===== config.mk =====
export PLATFORM = sky130hd
export DESIGN_NAME = spi_adc_master
export DESIGN_NICKNAME = d
export VERILOG_FILES = /design/src/rtl/spi_pkg.sv /design/src/rtl/spi_sclk_div.sv /design/src/rtl/spi_adc_master.sv
export SDC_FILE = /design/constraint.sdc
export NUM_CORES = 1
export LEC_CHECK = 0
export ABC_CLOCK_PERIOD_IN_PS = 2200
export BUFFER_PORTS_ARGS = -buffer_cell sky130_fd_sc_hd__buf_2
export CAP_MARGIN = 20
export CORE_MARGIN = 5
export CORE_UTILIZATION = 44
export CTS_CLUSTER_SIZE = 30
export DETAILED_ROUTE_END_ITERATION = 8
export GPL_TIMING_DRIVEN = 0
export HOLD_SLACK_MARGIN = 0.15
export PLACE_DENSITY = 0.69
export SLEW_MARGIN = 25
export SYNTH_ARGS = -nofsm -noshare
export SYNTH_HDL_FRONTEND = slang
export SYNTH_SLANG_ARGS = --single-unit

===== constraint.sdc =====
create_clock -name clk -period 2.2 [get_ports clk]
set_input_delay 0.44 -clock clk [delete_from_list [all_inputs] [get_ports clk]]
set_output_delay 0.44 -clock clk [all_outputs]
set_load 0.1 [all_outputs]

===== src/rtl/spi_pkg.sv =====
// Shared types and constants for the SPI A2D master.
package spi_pkg;

  typedef enum logic [1:0] {IDLE, FRONT, SHIFT, BACK} spi_state_t;

  localparam int SCLK_W_DEF = 5;
  localparam int DATA_W_DEF = 16;

  // Divider start value: SCLK high, with a front porch of a quarter SCLK period before the first fall
  function automatic int preload(input int w);
    return (1 << (w - 1)) + (1 << (w - 2)) - 1;
  endfunction

endpackage


===== src/rtl/spi_sclk_div.sv =====
// SCLK divider: free-runs outside IDLE, is parked at PRELOAD otherwise,
// and flags the clk before each SCLK rise and fall.
module spi_sclk_div
  import spi_pkg::*;
#(
  parameter int SCLK_W = SCLK_W_DEF
) (
  input  logic              clk,
  input  logic              rst,
  input  logic              hold,
  input  logic              reload,
  output logic              sclk,
  output logic              rise_imm,
  output logic              fall_imm,
  output logic [SCLK_W-1:0] div
);

  localparam logic [SCLK_W-1:0] PRELOAD = SCLK_W'(preload(SCLK_W));

  // Divider counter; parked at PRELOAD so SCLK idles high
  always_ff @(posedge clk) begin
    if (rst || hold || reload) div <= PRELOAD;
    else                       div <= div + 1'b1;
  end

  assign sclk     = div[SCLK_W-1];
  assign rise_imm = (div == {1'b0, {(SCLK_W-1){1'b1}}});
  assign fall_imm = (div == {SCLK_W{1'b1}});

endmodule


===== src/rtl/spi_adc_master.sv =====
// SPI mode-3 master for an ADC128S-style A2D: 16-bit full-duplex transfers.
// Optional build macro SPI_BACK_PORCH_EN: holds SS_n low a quarter SCLK period
// after the final shift before raising SS_n and done together.
//
// state | meaning
// IDLE  | SS_n high, SCLK parked high, waiting for wrt
// FRONT | SS_n low, front porch; the first SCLK fall carries no shift
// SHIFT | shifting on each SCLK fall until DATA_W-1 shifts are done
// BACK  | wait for the last rise, final shift, optional back porch, finish
module spi_adc_master
  import spi_pkg::*;
#(
  parameter int SCLK_W = SCLK_W_DEF,
  parameter int DATA_W = DATA_W_DEF
) (
  input  logic              clk,
  input  logic              rst,
  input  logic              wrt,
  input  logic [DATA_W-1:0] wt_data,
  output logic              SS_n,
  output logic              SCLK,
  output logic              MOSI,
  input  logic              MISO,
  output logic              done,
  output logic [DATA_W-1:0] rd_data
);

  localparam int CNT_W = $clog2(DATA_W) + 1;
  localparam logic [SCLK_W-1:0] DIV_LAST_RISE = {1'b1, {(SCLK_W-1){1'b0}}};
  localparam logic [CNT_W-1:0]  CNT_PENULT    = CNT_W'(DATA_W - 2);
  localparam logic [CNT_W-1:0]  CNT_LAST      = CNT_W'(DATA_W - 1);
`ifdef SPI_BACK_PORCH_EN
  localparam logic [SCLK_W-1:0] DIV_PORCH_END = SCLK_W'((1 << (SCLK_W - 1)) + (1 << (SCLK_W - 2)));
  localparam logic [CNT_W-1:0]  CNT_ALL       = CNT_W'(DATA_W);
`endif

  spi_state_t        state, nxt_state;
  logic [SCLK_W-1:0] div;
  logic              rise_imm, fall_imm;
  logic              load, shift, finish;
  logic              smpl;
  logic [CNT_W-1:0]  bit_cnt;
  logic [DATA_W-1:0] shft_reg;

  spi_sclk_div #(.SCLK_W(SCLK_W)) u_sclk_div (
    .clk      (clk),
    .rst      (rst),
    .hold     (state == IDLE),
    .reload   (finish),
    .sclk     (SCLK),
    .rise_imm (rise_imm),
    .fall_imm (fall_imm),
    .div      (div)
  );

  // State register
  always_ff @(posedge clk) begin
    if (rst) state <= IDLE;
    else     state <= nxt_state;
  end

  // Next-state logic
  always_comb begin
    nxt_state = state;
    case (state)
      IDLE:  if (wrt) nxt_state = FRONT;
      FRONT: if (fall_imm) nxt_state = SHIFT;
      SHIFT: if (fall_imm && (bit_cnt == CNT_PENULT)) nxt_state = BACK;
      BACK:  if (finish) nxt_state = IDLE;
      default: nxt_state = IDLE;
    endcase
  end

  // Datapath strobes decoded from state and divider position
  always_comb begin
    load   = 1'b0;
    shift  = 1'b0;
    finish = 1'b0;
    case (state)
      IDLE:  load  = wrt;
      SHIFT: shift = fall_imm;
      BACK: begin
        // the last bit was sampled on the rise just before; shift it in now
        shift = (div == DIV_LAST_RISE) && (bit_cnt == CNT_LAST);
`ifdef SPI_BACK_PORCH_EN
        finish = (div == DIV_PORCH_END) && (bit_cnt == CNT_ALL);
`else
        finish = shift;
`endif
      end
      default: ;
    endcase
  end

  // Shift register, MISO sample, bit counter, SS_n and done
  always_ff @(posedge clk) begin
    if (rst) begin
      shft_reg <= '0;
      smpl     <= 1'b0;
      bit_cnt  <= '0;
      SS_n     <= 1'b1;
      done     <= 1'b0;
    end else begin
      if (rise_imm) smpl <= MISO;
      if (load) begin
        shft_reg <= wt_data;
        bit_cnt  <= '0;
        SS_n     <= 1'b0;
        done     <= 1'b0;
      end else if (shift) begin
        shft_reg <= {shft_reg[DATA_W-2:0], smpl};
        bit_cnt  <= bit_cnt + 1'b1;
      end
      if (finish) begin
        SS_n <= 1'b1;
        done <= 1'b1;
      end
    end
  end

  assign MOSI    = shft_reg[DATA_W-1];
  assign rd_data = shft_reg;

endmodule


==> results.json <==
{
  "ctsHtreeMaxLevel": 2,
  "setup_viol": 0,
  "die_x_um": 68.71,
  "finalPower_w": 0.002526,
  "drv_slew": 0,
  "layout-drive-gt1-share_pct": 26.36,
  "grt_pass1_vias": 1266,
  "initialDrtViolationCount": 105,
  "wl_per_cell_um": 12.76,
  "cts_resized": 0,
  "path_clk_slew_ns": 0.10,
  "cts_root_buf": "clkbuf_4",
  "vdd_drop_max_uv": 642.5,
  "port_buffers": 38,
  "syn_avg_cell_area_um2": 8.715,
  "grt_overflow": 0,
  "syn-num-nets": 206,
  "fin_hold_ws_ns": 0.3422,
  "syn_area_um2": 1516,
  "dp_hpwl_mm": 2.526,
  "cts_setup_buffers": 0,
  "critical_path.max_fanout": 4,
  "clk_latency_ns": 0.34,
  "hold_viol_final": 0,
  "wl_mm": 3.393,
  "die_h_um": 68.71,
  "yosysSeqAreaShare_pct": 40.92,
  "core_region_area_um2": 3337,
  "io_pins": 40,
  "final_cell_mix": "buf_2, nand2_1, dfxtp_1",
  "grt_util_all_layers_pct": 15.47,
  "cts_tree": "done",
  "p_per_area_nw_per_um2": 1365,
  "slew-limit-headroom_pct": 65.21,
  "setup_ws_ns": 0.2197,
  "floorplan.initialDensity_pct": 45.44,
  "num_antenna_cells": 0,
  "area.growth.synth_to_final_pct": 22.03,
  "ant_nets": 0,
  "rows": 21,
  "grt_max_degree": 11,
  "drv_cap": 0,
  "final_nets": 251,
  "numCtsBuffers": 5,
  "grt_antenna_before_repair": 0,
  "ys_types": 33,
  "postCtsHoldBufs": 0,
  "post-place-cells": 258,
  "worstMarginPinSlew_ns": 0.5218,
  "final.setup.tns_ns": 0,
  "outcome": "completed",
  "fin_crit_ns": 1.980,
  "clockBufferDepth": 2,
  "ys_seq_elements": 31,
  "min_path_type": "in -> reg",
  "fmax_ghz": 0.5050,
  "synth_cells": 174,
  "first_pass_iters": 4,
  "worstSetupPathType": "reg -> reg",
  "dieArea_um2": 4720,
  "post-route-period-util_pct": 90.01,
  "clock-sinks": 31,
  "required_ns": 2.44,
  "gp_congestion": 0.8017,
  "grt_setup_unrepaired": "no",
  "skew_ns": 0.01508,
  "vias": 1338,
  "synth_warnings": 0,
  "grt_pass1_wl_mm": 5.471,
  "final_common_cell": "buf_2",
  "place_worst_setup_slack_ns": 0.2378,
  "power_leakage_nw": 0.8264,
  "cp-start-kind": "flip-flop",
  "final_cells": 266,
  "drcViolationCount": 0,
  "arrival_ns": 2.22,
  "vias_per_cell": 5.030,
  "ff2ff_setup_slack_ns": 0.22,
  "worst_setup_path_end_kind": "flip-flop"
}
==> per-stage QoR <==
| stage | utilization, % | instance area, µm² |
|---|---|---|
| 2_1_floorplan | - | 1516 |
| 3_3_place_gp | 52.87 | 1764 |
| 3_5_place_dp | 52.87 | 1764 |
| 5_1_grt | 55.46 | 1851 |
| 6_report | 55.46 | 1851 |
| 4_1_cts | 55.46 | 1851 |
==> power by group <==
group	switching [W]	internal (W)	leakage, nW
Combinational	0.000969	0.000286	0.523
Clock	0.000205	0.000268	0.0482
Sequential	0.000106	0.000691	0.255
Total	0.00128	0.00125	0.826
==> per-layer routing <==
layer	track usage, %	up-vias	part of all wire (%)
li1	-	693	-
met5	0	-	0
met1	19.64	611	46
met2	23.72	24	46
met3	4.052	10	4.9
met4	8.516	0	2.4
==> flip-flops by register name, summed over array words and instances (netlist names) <==
register	cells
rd_data	16
bit_cnt	5
u_sclk_div.div	5
state	2
SS_n	1
done	1
smpl	1
==> synthesized netlist by cell type, drive strengths merged <==
cell	n	area share, %
a32oi	1	1.8
and3	4	2.1
buf	5	2.6
dfxtp	31	41
a21oi	3	0.99
and4	1	0.58
a211oi	3	1.5
nor4	1	0.41
a211o	1	0.58
ha	12	9.9
nand2	38	9.4
mux2i	2	1.3
o21ai	2	0.66
a221o	1	0.66
a32o	1	0.74
xor2	1	0.58
nor2	22	5.9
nor3	1	0.33
nand2b	4	1.6
o22ai	1	0.41
a2111oi	1	0.58
inv	10	2.5
xnor2	2	1.2
or3	2	0.82
clkbuf	6	1.5
nand3	2	0.66
a311oi	16	9.7
==> critical path, cell delays in order (launching register included) <==
cell      delay [ns]
dfxtp_1         0.38
ha_1            0.19
and3_2          0.21
ha_1            0.26
and4_1          0.21
nand2_1         0.05
a221o_1         0.33
a211oi_1        0.26
==> area by class of cell <==
class,instances,area (µm²)
Clock inverter,2,35.03
Fill cell,345,1486
Timing Repair Buffer,38,190.2
Clock buffer,6,51.30
Tap cell,46,57.56
Buffer,11,62.56
Sequential cell,31,620.6
Multi-Input combinational cell,122,795.8
Inverter,10,37.54
==> worst paths after layout <==
| kind | from | endpoint | cells after the start |
|---|---|---|---|
| worst max-delay path | u_sclk_div.div[0] | state[0] | 7 |
| worst min-delay path | MISO | smpl | 3 |
| worst max register to register | u_sclk_div.div[0] | state[0] | 7 |
| worst min register to register | u_sclk_div.div[0] | u_sclk_div.div[0] | 1 |
==> logic make-up after synthesis <==
group / synth area share [%]
AO/OA/AOI/OAI: 17.57
XOR/XNOR: 1.733
adder cells (fa/ha/maj): 9.901
buffers and inverters: 6.601
flip-flops: 40.92
multiplexers: 1.320
AND/OR/NAND/NOR: 21.95
(Power assumes the default switching activity.)
